### config.mk
export PLATFORM = sky130hd
export DESIGN_NAME = fifo_drain_sched_flat
export DESIGN_NICKNAME = d
export VERILOG_FILES = /design/src/rtl/fifo_drain_pkg.sv /design/src/rtl/fifo_drain_sched_if.sv /design/src/rtl/fifo_drain_skid.sv /design/src/rtl/fifo_drain_sched.sv /design/src/flat_wrapper.sv
export SDC_FILE = /design/constraint.sdc
export NUM_CORES = 1
export LEC_CHECK = 0
export BUFFER_PORTS_ARGS = -buffer_cell sky130_fd_sc_hd__buf_2
export CAP_MARGIN = 20
export CELL_PAD_IN_SITES_DETAIL_PLACEMENT = 1
export CELL_PAD_IN_SITES_GLOBAL_PLACEMENT = 2
export CORE_ASPECT_RATIO = 0.6
export CORE_MARGIN = 2
export CORE_UTILIZATION = 39
export DETAILED_ROUTE_END_ITERATION = 10
export PLACE_DENSITY = 0.8
export SYNTH_ARGS = -nofsm -noshare
export SYNTH_HDL_FRONTEND = slang
export SYNTH_SLANG_ARGS = --single-unit
export TNS_END_PERCENT = 5
### constraint.sdc
create_clock -name readclk -period 2.5 [get_ports readclk]
set_clock_uncertainty 0.1 [all_clocks]
set_input_delay 0.75 -clock readclk [delete_from_list [all_inputs] [get_ports readclk]]
set_output_delay 0.75 -clock readclk [all_outputs]
set_load 0.02 [all_outputs]
### src/rtl/fifo_drain_pkg.sv
`default_nettype none
// ============================================================================
// fifo_drain_pkg
// Shared types and constants for the fifo_drain_sched read-side scheduler.
// Revision: 1.0
// ============================================================================
package fifo_drain_pkg;

  typedef enum logic [1:0] {
    IDLE  = 2'd0,
    FILL  = 2'd1,
    BURST = 2'd2,
    STOP  = 2'd3
  } state_t;

  typedef struct packed {
    logic [7:0] data;
    logic       sol;
    logic       eol;
    logic       sof;
  } buf_entry_t;

  localparam int NIBBLES_PER_BYTE = 2;
  localparam int BUF_DEPTH        = 2;

endpackage
`default_nettype wire

### src/rtl/fifo_drain_sched_if.sv
`default_nettype none
// ============================================================================
// fifo_drain_sched_if
// Byte stream with line/frame markers; master drives data, slave drives ready.
// Revision: 1.0
// ============================================================================
interface fifo_drain_sched_if;
  logic [7:0] data;
  logic       valid;
  logic       ready;
  logic       sol;
  logic       eol;
  logic       sof;

  modport master (output data, valid, sol, eol, sof, input ready);
  modport slave  (input data, valid, sol, eol, sof, output ready);
endinterface
`default_nettype wire

### src/rtl/fifo_drain_skid.sv
`default_nettype none
// ============================================================================
// fifo_drain_skid
// Two-entry byte buffer feeding the valid/ready output stream from its head.
// Revision: 1.0
// ============================================================================
module fifo_drain_skid
  import fifo_drain_pkg::*;
(
  input  wire logic       readclk,
  input  wire logic       reset,
  input  wire logic       push,
  input  wire buf_entry_t push_entry,
  output logic            pop,
  output logic            empty,
  fifo_drain_sched_if.master out
);

  buf_entry_t r_mem [BUF_DEPTH];
  logic       r_head;
  logic       r_tail;
  logic [1:0] r_count;
  buf_entry_t w_head;

  assign w_head    = r_mem[r_head];
  assign out.valid = (r_count != 2'd0);
  assign out.data  = w_head.data;
  assign out.sol   = w_head.sol;
  assign out.eol   = w_head.eol;
  assign out.sof   = w_head.sof;
  assign pop       = out.valid && out.ready;
  assign empty     = (r_count == 2'd0);

  // Upstream reservation guarantees push never arrives while full.
  always_ff @(posedge readclk or negedge reset) begin
    if (!reset) begin
      for (int i = 0; i < BUF_DEPTH; i++) r_mem[i] <= '0;
      r_head  <= 1'b0;
      r_tail  <= 1'b0;
      r_count <= 2'd0;
    end else begin
      if (push) begin
        r_mem[r_tail] <= push_entry;
        r_tail        <= ~r_tail;
      end
      if (pop) r_head <= ~r_head;
      r_count <= r_count + 2'(push) - 2'(pop);
    end
  end

endmodule
`default_nettype wire

### src/rtl/fifo_drain_sched.sv
`default_nettype none
// ============================================================================
// fifo_drain_sched
// Bursts nibble reads from the 8-in/4-out FIFO, packs pairs into bytes and
// streams them with line/frame markers. Optional stats: FIFO_DRAIN_STATS_EN.
// Revision: 1.0
// ============================================================================
module fifo_drain_sched
  import fifo_drain_pkg::*;
#(
  parameter int BURST_LEN   = 16,
  parameter int LINE_BYTES  = 1920,
  parameter int FRAME_LINES = 1080,
  parameter int CNT_W       = 12
) (
  input  wire logic       readclk,
  input  wire logic       reset,
  input  wire logic       enable,
  input  wire logic [3:0] fifo_dout,
  input  wire logic       fifo_empty,
  input  wire logic       fifo_almostempty,
  output logic            fifo_rd,
  fifo_drain_sched_if.master out,
  output logic            underrun_err,
  output logic            busy
`ifdef FIFO_DRAIN_STATS_EN
  ,
  output logic [15:0]     stall_cnt,
  output logic [15:0]     burst_cnt
`endif
);

  localparam int BL_W = $clog2(BURST_LEN + 1);

  state_t           r_state;
  logic [BL_W-1:0]  r_burst_left;
  logic             r_phase;
  logic [1:0]       r_reserved;
  logic             r_rd_d1;
  logic             r_rd_hi_d1;
  logic [3:0]       r_lo;
  logic [CNT_W-1:0] r_byte_cnt;
  logic [CNT_W-1:0] r_line_cnt;

  logic       w_reads_left;
  logic       w_rd_hi;
  logic       w_rsv_inc;
  logic       w_push;
  logic       w_pop;
  logic       w_buf_empty;
  buf_entry_t w_entry;

  assign w_reads_left = (r_burst_left != '0);
  assign w_rd_hi      = (r_phase == 1'(NIBBLES_PER_BYTE - 1));

  // Gated combinationally by fifo_empty so a read never lands on an empty FIFO.
  assign fifo_rd   = (r_state == BURST) && w_reads_left && !fifo_empty &&
                     (w_rd_hi || (r_reserved < 2'(BUF_DEPTH)));
  assign w_rsv_inc = fifo_rd && !w_rd_hi;
  assign w_push    = r_rd_d1 && r_rd_hi_d1;

  assign w_entry.data = {fifo_dout, r_lo};
  assign w_entry.sol  = (r_byte_cnt == '0);
  assign w_entry.eol  = (r_byte_cnt == CNT_W'(LINE_BYTES - 1));
  assign w_entry.sof  = (r_byte_cnt == '0) && (r_line_cnt == '0);

  always_ff @(posedge readclk or negedge reset) begin
    if (!reset) begin
      r_state      <= IDLE;
      r_burst_left <= '0;
      r_phase      <= 1'b0;
      busy         <= 1'b0;
      underrun_err <= 1'b0;
    end else begin
      if (fifo_rd) begin
        r_burst_left <= r_burst_left - 1'b1;
        r_phase      <= ~r_phase;
      end
      case (r_state)
        IDLE: begin
          if (enable) begin
            r_state <= FILL;
            busy    <= 1'b1;
          end else begin
            underrun_err <= 1'b0;
          end
        end
        FILL: begin
          if (!enable) begin
            r_state <= STOP;
          end else if (!fifo_almostempty && !fifo_empty) begin
            r_state      <= BURST;
            r_burst_left <= BL_W'(BURST_LEN);
          end
        end
        BURST: begin
          if (w_reads_left && fifo_empty) underrun_err <= 1'b1;
          // Bursts always finish so nibble pairing survives an enable drop.
          if (!w_reads_left) r_state <= enable ? FILL : STOP;
        end
        STOP: begin
          if (w_buf_empty && !r_rd_d1) begin
            r_state <= IDLE;
            busy    <= 1'b0;
          end
        end
        default: r_state <= IDLE;
      endcase
    end
  end

  always_ff @(posedge readclk or negedge reset) begin
    if (!reset) begin
      r_rd_d1    <= 1'b0;
      r_rd_hi_d1 <= 1'b0;
      r_lo       <= 4'd0;
      r_reserved <= 2'd0;
      r_byte_cnt <= '0;
      r_line_cnt <= '0;
    end else begin
      r_rd_d1    <= fifo_rd;
      r_rd_hi_d1 <= w_rd_hi;
      if (r_rd_d1 && !r_rd_hi_d1) r_lo <= fifo_dout;
      case ({w_rsv_inc, w_pop})
        2'b10:   r_reserved <= r_reserved + 2'd1;
        2'b01:   r_reserved <= r_reserved - 2'd1;
        default: r_reserved <= r_reserved;
      endcase
      if (r_state == IDLE) begin
        r_byte_cnt <= '0;
        r_line_cnt <= '0;
      end else if (w_push) begin
        if (r_byte_cnt == CNT_W'(LINE_BYTES - 1)) begin
          r_byte_cnt <= '0;
          r_line_cnt <= (r_line_cnt == CNT_W'(FRAME_LINES - 1)) ? '0 : r_line_cnt + 1'b1;
        end else begin
          r_byte_cnt <= r_byte_cnt + 1'b1;
        end
      end
    end
  end

`ifdef FIFO_DRAIN_STATS_EN
  always_ff @(posedge readclk or negedge reset) begin
    if (!reset) begin
      stall_cnt <= 16'd0;
      burst_cnt <= 16'd0;
    end else if (r_state == IDLE) begin
      stall_cnt <= 16'd0;
      burst_cnt <= 16'd0;
    end else begin
      if (!w_buf_empty && !w_pop && (stall_cnt != 16'hFFFF))
        stall_cnt <= stall_cnt + 16'd1;
      if ((r_state == BURST) && !w_reads_left && (burst_cnt != 16'hFFFF))
        burst_cnt <= burst_cnt + 16'd1;
    end
  end
`endif

  fifo_drain_skid u_skid (
    .readclk    (readclk),
    .reset      (reset),
    .push       (w_push),
    .push_entry (w_entry),
    .pop        (w_pop),
    .empty      (w_buf_empty),
    .out        (out)
  );

endmodule
`default_nettype wire

### src/flat_wrapper.sv
// flat-port wrapper written by rule: the top's interface ports become plain ports
module fifo_drain_sched_flat import fifo_drain_pkg::*;
#(
  parameter int BURST_LEN   = 16,
  parameter int LINE_BYTES  = 1920,
  parameter int FRAME_LINES = 1080,
  parameter int CNT_W       = 12
)
  (readclk, reset, enable, fifo_dout, fifo_empty, fifo_almostempty, fifo_rd, underrun_err, busy, out_data, out_valid, out_sol, out_eol, out_sof, out_ready);
  fifo_drain_sched_if out_i ();
  input  wire logic readclk;
  input  wire logic reset;
  input  wire logic enable;
  input  wire logic [3:0] fifo_dout;
  input  wire logic fifo_empty;
  input  wire logic fifo_almostempty;
  output logic fifo_rd;
  output logic underrun_err;
  output logic busy;
  output wire logic [$bits(out_i.data)-1:0] out_data;
  output wire logic [$bits(out_i.valid)-1:0] out_valid;
  output wire logic [$bits(out_i.sol)-1:0] out_sol;
  output wire logic [$bits(out_i.eol)-1:0] out_eol;
  output wire logic [$bits(out_i.sof)-1:0] out_sof;
  input wire logic [$bits(out_i.ready)-1:0] out_ready;
  assign out_data = out_i.data;
  assign out_valid = out_i.valid;
  assign out_sol = out_i.sol;
  assign out_eol = out_i.eol;
  assign out_sof = out_i.sof;
  assign out_i.ready = out_ready;
  fifo_drain_sched #(.BURST_LEN(BURST_LEN), .LINE_BYTES(LINE_BYTES), .FRAME_LINES(FRAME_LINES), .CNT_W(CNT_W)) u_core (.readclk(readclk), .reset(reset), .enable(enable), .fifo_dout(fifo_dout), .fifo_empty(fifo_empty), .fifo_almostempty(fifo_almostempty), .fifo_rd(fifo_rd), .out(out_i), .underrun_err(underrun_err), .busy(busy));
endmodule
; After elaboration in Yosys (flattened, before gate mapping)
; Cells that the tools add are included.
[totals]
reg_bits = 68
latchBits = 0
mem_bits_rw = 0
romBits = 0
out_inout_bits = 15
elab_cells = 115
memories = 0
[op_classes]
add_sub_neg = 7
multipliers = 0
div_mod_pow = 0
n_lt_le_gt_ge = 4
n_eq_ne = 13
n_shift = 0
n_mux = 31
bitwise = 5
n_reduce_logical = 33
[ops]
columns = operator, count
row1 = $mux 12, 7
row2 = $mux 11, 4
row3 = $add 12x1->12 const B, 2
row4 = $eq 12x11->1 const B, 2
row5 = $logic_not 12->1, 2
row6 = $bwmux 22, 1
row7 = $mux 5, 4
row8 = $logic_and 1x1->1, 12
row9 = $mux 2, 6
row10 = $reduce_bool 2->1, 6
row11 = $demux 11 s1, 1
row12 = $ne 2x2->1 const B, 4
row13 = $pmux 2 s4, 1
row14 = $eq 2x2->1 const B, 3
row15 = $reduce_and 3->1, 2
row16 = $logic_not 1->1, 5
row17 = $reduce_bool 5->1, 1
row18 = $sub 5x1->5 const B, 1
row19 = $eq 2x1->1 const B, 2
row20 = $ge 2x2->1 const B, 2
row21 = $logic_not 2->1, 2
row22 = $mux 1, 4
row23 = $not 1->2, 2
row24 = $pmux 1 s2, 2
row25 = other kinds (13), 15

; Longest topological paths before layout
; Gate-level depths: netlist (run 1).
[logic_depth]
depth_word = 8
depth_mapped = 9
depth_no_buf = 9

; Modules after synthesis
; From an unflattened synthesis (run 1), not the netlist that was laid out.
[unflattened]
cells_unflattened = 315
area_unflattened_um2 = 3460.8
[by_module_without_submodules]
columns = module, instances, cells_per_inst, area_per_inst_um2
row1 = fifo_drain_sched, 1, 240, 2265.9
row2 = fifo_drain_skid, 1, 75, 1194.9

; Worst setup path after synthesis (run 1)
; OpenSTA, ideal clock, no wires.
[synth_path]
path_kind = register to register
from = register u_core.r_burst_left[0]
to = register u_core.r_reserved[1]
setup_ps = 79
t_arrival_ps = 2182
required_ps = 2321
path_slack_ps = 138
path_stages_with_launch = 9
n_path_buf = 0
synth_period_minus_slack_ps = 2362
path_cell_list = dfrtp_1 inv_1 ha_1 nor4b_1 a2111oi_4 nand2_1 ha_1 nor2_1 xor2_1
[synth_via]
elab_chain_len = 7
word_cells_on_any_way = 9
[synth_lines]
columns = item, line_no
row1 = start: declaration, fifo_drain_sched.sv:36  ; logic [BL_W-1:0] r_burst_left;
row2 = start signal: assignment, fifo_drain_sched.sv:76  ; r_burst_left <= r_burst_left - 1'b1;
row3 = start signal: assignment, fifo_drain_sched.sv:93  ; r_burst_left <= BL_W'(BURST_LEN);
row4 = $reduce_bool 5->1 (*), fifo_drain_sched.sv:53  ; assign w_reads_left = (r_burst_left != '0);
row5 = $logic_and 1x1->1 (*) (3 in series), fifo_drain_sched.sv:57  ; assign fifo_rd = (r_state == BURST) && w_reads_left && !fifo_empty &&
row6 = net fifo_rd, flat_wrapper.sv:17  ; output logic fifo_rd;
row7 = $logic_and 1x1->1 (*), fifo_drain_sched.sv:59  ; assign w_rsv_inc = fifo_rd && !w_rd_hi;
row8 = $eq 2x1->1 / $eq 2x2->1 (equally long branches), fifo_drain_sched.sv:124  ; case ({w_rsv_inc, w_pop})
row9 = $pmux 2 s2 / $reduce_bool 2->1 (equally long branches), n/a
row10 = end signal: assignment, fifo_drain_sched.sv:125  ; 2'b10: r_reserved <= r_reserved + 2'd1;
row11 = end signal: assignment, fifo_drain_sched.sv:126  ; 2'b01: r_reserved <= r_reserved - 2'd1;
row12 = end signal: assignment, fifo_drain_sched.sv:127  ; default: r_reserved <= r_reserved;
row13 = end: declaration, fifo_drain_sched.sv:38  ; logic [1:0] r_reserved;
; Mark *: on every way through the listed nets, which the timed path passes. The rest lies on a longest branch.
; A chain may end at the register's enable or synchronous reset.

; Final worst setup path (run 1)
[layout_path]
from = register u_core.r_burst_left[0]
to = output fifo_rd
[layout_via]
elab_chain_len = 4
[layout_lines]
columns = item, line_no
row1 = $reduce_bool 5->1, fifo_drain_sched.sv:53
row2 = $logic_and 1x1->1 (3 in series), fifo_drain_sched.sv:57
row3 = end: declaration, flat_wrapper.sv:17
; No other way between the ends.

==> results of run 1 <==
-- Yosys cell counts (all sizes together) (4+ instances only) --
cell    instances
nand4          15
nor2           23
xnor2           8
o211ai          4
a21oi           9
nand2          30
mux2i           6
and3            5
mux2           32
nand3          10
dfrtp          68
or2             4
o21ai          19
xor2            6
clkbuf          8
buf             6
inv            16
a211oi          4
and2            6
ha              8
o31ai           4
-- routing by layer --
metal  GRT usage (%)  share of wire, %
met4            4.22              0.74
met3            6.77               4.8
met5               0                 0
met2            27.1                43
met1            28.0                52
-- state kept, by name, indices dropped and copies added, names as in the netlist --
name and flops:
u_core.u_skid.r_mem 22, u_core.r_byte_cnt 12, u_core.r_line_cnt 12, u_core.r_burst_left 5, u_core.r_lo 4, u_core.r_reserved 2, u_core.r_state 2, u_core.u_skid.r_count 2
u_core.busy 1, u_core.r_phase 1, u_core.r_rd_d1 1, u_core.r_rd_hi_d1 1, u_core.u_skid.r_head 1, u_core.u_skid.r_tail 1, u_core.underrun_err 1
-- cell families after synthesis --
group,Yosys count
and+or+nand+nor,117
DFF,68
AOI/OAI and AO/OA,53
muxes,38
buffers and inverters,30
xor gates and xnor gates,14
adders and majority gates,8
-- layout by cell type (no fill, tap or decap), types with 4 or more instances in the layout --
| cell | count |
|---|---|
| a211oi_1 | 4 |
| a21oi_1 | 9 |
| and2_1 | 6 |
| and3_1 | 5 |
| buf_2 | 23 |
| buf_4 | 11 |
| clkbuf_16 | 9 |
| dfrtp_1 | 67 |
| ha_1 | 7 |
| inv_1 | 15 |
| mux2_2 | 31 |
| mux2i_1 | 6 |
| nand2_1 | 30 |
| nand3_1 | 10 |
| nand4_1 | 15 |
| nor2_1 | 23 |
| o211ai_1 | 4 |
| o21ai_0 | 19 |
| o31ai_1 | 4 |
| or2_2 | 4 |
| xnor2_1 | 8 |
| xor2_1 | 6 |
-- final cells by class --
class                           instances  area (um2)  share of cell area, %
Multi-Input combinational cell        230        1630                   40.2
Timing Repair Buffer                   35         218                   5.35
Clock inverter                          5        60.1                   1.48
Sequential cell                        68        1700                   41.9
Tap cell                              112         140                   3.45
Clock buffer                           11         253                   6.22
Inverter                               16        60.1                   1.48
-- power groups by stage --
| stage | Clock, mW | Combinational (mW) | Sequential (mW) |
|---|---|---|---|
| floorplan | 0 | 1.09 | 1.63 |
| global placement | 0 | 1.42 | 1.71 |
| detailed placement | 0 | 1.47 | 1.74 |
| CTS | 1.34 | 1.49 | 1.73 |
| global route | 1.39 | 1.67 | 1.80 |
| finish | 1.31 | 1.50 | 1.74 |
-- repair_timing --
action | 4_1_cts | 5_1_grt
pin swaps | 2 | 1
endpoints found under the setup margin | 1 | 12
hold buffers | 0 | 0
setup buffers | 1 | 2
gates resized for setup | 2 | 4
hold endpoints to repair | 0 | 0
cloned | 0 | 0
-- through the flow --
stage,setup slack [ps],hold slack (ps),cell area [um2],instances
2_1_floorplan,138,254,3440,328
3_3_place_gp,236,260,3720,459
3_5_place_dp,155,281,3720,459
4_1_cts,1.67,295,4040,476
5_1_grt,-39.5,313,4070,477
6_report,53.2,292,4070,477
-- worst max-delay path, cell delays in order (launching register included) --
cell and delay [ps]:
dfrtp_1 380, inv_1 80, ha_2 180, nor4b_4 360, a2111oi_4 90, buf_4 180
-- worst paths after layout --
kind / from / end / depth (start not counted)
hold reg to reg: u_core.r_phase / u_core.r_rd_hi_d1 / 0
setup / recovery: u_core.r_burst_left[0] / fifo_rd / 5
hold / removal: u_core.r_phase / u_core.r_rd_hi_d1 / 0
min in group asynchronous: reset / u_core.r_reserved[0] / 2
setup reg to reg: u_core.r_byte_cnt[0] / u_core.r_line_cnt[11] / 6
max in group asynchronous: reset / u_core.u_skid.r_mem[11] / 2
==> metrics.txt, run 1 <==
initial DRC count=152; setup_tns=0 ps; diode count=0; die area=9610 um2; Crit Path Class=reg -> out; leading area contributor after synthesis=dfrtp_1; Final Max Tran Viols=0; Die Y=76.7 um; Tot GR Track Use=19.1%; DR vias=2639; antenna violation net count after detailed routing=0; post-synthesis cell count=328; Main synth FF type=dfrtp_1; worst reg2reg setup slack=280 ps; CTS sink count=68; endpoints failing hold=0; P_leak=1.79 nW; H-tree levels=3; total power draw=4.56 mW; largest family of logic cells by synthesized area=simple AND/OR/NAND/NOR gates; Std-Cell Rows=26; Post-Synth Simple-Gate Area=18.2%; hold crit path type=reg -> reg; Synth Area in XOR/XNOR=3.57%; syn nets=346; CTS tree=built; Initial Util=40.3%; Finished Core Util=47.7%; layout cells sized above 1=26.0%; Port Buffers=24; Critical Path Sink Type=primary output; Syn Area/Cell=10.5 um2; number of global-route vias before repair=2712; Synth warnings=0; Period minus WS final=2450 ps; Clk pin slew, worst setup/hold paths=60 ps; switch share=34.7%; Power per Cell Area=1120 nW/um2; Gate power share=33.0%; maxcap violations=0; RSZ-0062 raised after global routing=true; total global routing overflow=0; crit share post-route=97.9%; register area share after synthesis=49.5%; largest net degree at the start of global routing=69; Critical Path AT=1600 ps; GPL Wtd Cong=0.778; Die Span X=125 um; Setup-failing EPs final=0; initial antenna violation count=0; Avg WL per Cell=17.7 um; Synth Area in Compound Gates=10.1%; Worst slew margin=54.1%; first-pass GRT wire length=14500 um; worst endpoint required time=1650 ps; Max rail drop VDD=0.687 mV; Core ar.=8520 um2; DP HPWL=5840 um; Vias per Instance=5.53; Startpoint Class=flip-flop; clock tree buffer depth=2; adder and majority cell fraction of the synthesized area=2.91%; top cells by area, synth=dfrtp_1, mux2_2, nand2_1; # fillers=942; # IOs=25; share of power burned in the clock network=28.7%; EDFF count, synth=0; Synth top area share=49.5%; Area Overhead vs Synth=18.3%; final WL=8440 um; CTS Buf Count=9; Slew @ Worst Pin=686 ps; Unique masters post-synth=46; root buffer cell=clkbuf_16; fin nets=378; synthesized flop and latch total=68; clock insertion delay at the later pin of the skew report=330 ps; mapped cell area=3440 um2; part of the power in registers=38.3%; Crit Path Max Fanout=4; DRT Pass-1 Iters=4; switching power=1.58 mW; DR DRC count=0; outcome=finished, final reports clean; Int Pwr=2.97 mW; mux share of post-synthesis cell area=12.2%; Max Clk Rate=409 MHz; Async SR Flop Fraction=100%
Power figures use the tool's default switching activity.
==> run 2, diff against run 1 <==
Settings changed: GPL_TIMING_DRIVEN from default to 0.
==> run 2 against run 1 <==
  * Combinational power rose by 4%
  * Global-route usage rose by 0.53 points
  * Via count rose by 0.64%
  * Worst hold slack improved by 1.4 ps
  * Critical path depth did not move
  * Wire length rose by 1.6%
  * Sequential power fell by 3%
  * Critical path type unchanged
  * Critical endpoint unchanged
==> metrics.txt, run 2 (synthesized netlist as in run 1, its figures left out) <==
Int Pwr=3.04 mW; Clk pin slew, worst setup/hold paths=60 ps; CTS sink count=68; number of global-route vias before repair=2891; # IOs=25; Gate power share=33.9%; die area=9610 um2; DR DRC count=0; GPL Wtd Cong=0.803; initial DRC count=110; met3 WL=359 um; initial antenna violation count=0; part of the power in registers=36.6%; largest net degree at the start of global routing=69; clock insertion delay at the later pin of the skew report=340 ps; Crit Path Class=reg -> out; Worst slew margin=40.9%; Seq. cell area=1700 um2; Avg WL per Cell=17.8 um; switch share=34.1%; Slew @ Worst Pin=887 ps; Tot GR Track Use=19.6%; Max Clk Rate=408 MHz; fin nets=383; Critical Path AT=1600 ps; max reg flops=22; switching power=1.57 mW; # fillers=960; maxcap violations=0; Startpoint Class=flip-flop; P_leak=1.78 nW; CTS tree=built; Die Y=76.7 um; most common cell after layout, fill and taps aside=dfrtp_1; hold crit path type=reg -> reg; Initial Util=40.3%; crit share post-route=98.2%; CTS Buf Count=9; first-pass GRT wire length=14600 um; Die Span X=125 um; worst slack at placement=-278 ps; layout cells sized above 1=23.0%; routed wl met2=3710 um; Period minus WS final=2450 ps; Max rail drop VDD=0.496 mV; Setup-failing EPs final=0; DR vias=2656; Port Buffers=24; antenna violation net count after detailed routing=0; Area Overhead vs Synth=18.2%; total global routing overflow=0; WL met1=4300 um; Final Max Tran Viols=0; share of power burned in the clock network=29.6%; largest register by flop count=u_core.u_skid.r_mem; Final WS setup=46.2 ps; clock tree buffer depth=2; Std-Cell Rows=26; Vias per Instance=5.52; diode count=0; DP HPWL=5870 um; CTS Hold Buffers Added=0; biggest regs=u_core.u_skid.r_mem: 22 flops, u_core.r_byte_cnt: 12 flops, u_core.r_line_cnt: 12 flops; outcome=finished, final reports clean; root buffer cell=clkbuf_16; total power draw=4.61 mW; DRT Pass-1 Iters=4; Core ar.=8520 um2; setup_tns=0 ps; top sig layer=met4; Crit Path Max Fanout=4; most frequent cells in the layout=dfrtp_1, mux2_2, nand2_1; final WL=8570 um; Power per Cell Area=1130 nW/um2; H-tree levels=3; Critical Path Sink Type=primary output; endpoints failing hold=0; worst endpoint required time=1650 ps; area of the multi-input gates=1640 um2
==> run 2: changes by cell type in the layout (fill, tap and decap cells not counted), sizes merged <==
cell / delta
bufinv: +1
clkinv: -1
clkbuf: +8
clkinvlp: -1
buf: -3
==> run 2: routing by layer <==
layer / track usage [%] / up-vias
met3: 5.37 / 15
met2: 28.7 / 47
li1: - / 1244
met4: 5.89 / 0
met1: 28.5 / 1350
met5: 0 / -
==> run 2: worst paths after layout <==
path | startpoint | endpoint | slack, ps | cells past startpoint
worst max-delay path | u_core.r_burst_left[0] | fifo_rd | 50 | 5
worst min-delay path | u_core.r_phase | u_core.r_rd_hi_d1 | 290 | 0
worst max register to register | u_core.r_byte_cnt[0] | u_core.r_line_cnt[3] | 150 | 6
worst min register to register | u_core.r_phase | u_core.r_rd_hi_d1 | 290 | 0
max in group asynchronous | reset | u_core.u_skid.r_mem[20] | 1280 | 1
min in group asynchronous | reset | u_core.r_reserved[0] | 420 | 1
==> run 2: area by class of cell <==
| type | count | share of cell area (%) |
|---|---|---|
| sequential | 68 | 41.9 |
| multi-input combinational | 230 | 40.4 |
| clock buffer | 11 | 5.97 |
| timing repair buffer | 26 | 3.39 |
| inverter | 16 | 1.48 |
| clock inverter | 4 | 1.82 |
| tap | 112 | 3.45 |
| buffer | 14 | 1.60 |
==> run 2: what timing repair did <==
action	CTS	global route
endpoints found under the setup margin	11	3
resized for setup	4	3
hold endpoints to repair	0	0
buffers inserted	1	1
pin swaps	1	0
==> run 2: worst max-delay path, stage by stage (launching register included) <==
cell and delay (ps):
dfrtp_1 390, inv_1 160, ha_4 190, nor4b_4 300
a2111oi_4 70, buf_2 170
==> run 2: power groups by stage <==
stage | Sequential (mW) | Combinational, mW | Clock [mW]
4_1_cts | 1.68 | 1.52 | 1.39
3_5_place_dp | 1.69 | 1.49 | 0
3_3_place_gp | 1.67 | 1.43 | 0
6_report | 1.69 | 1.56 | 1.36
2_1_floorplan | 1.63 | 1.09 | 0
5_1_grt | 1.74 | 1.74 | 1.44
==> run 2: metrics by stage <==
stage               utilization, %  cell area [um2]  std cells  hold WS [ps]
floorplan                        -             3440        328           254
global placement              43.4             3700        464           260
detailed placement            43.4             3700        464           279
CTS                           47.4             4040        480           293
global route                  47.7             4060        481           302
finish                        47.7             4060        481           293
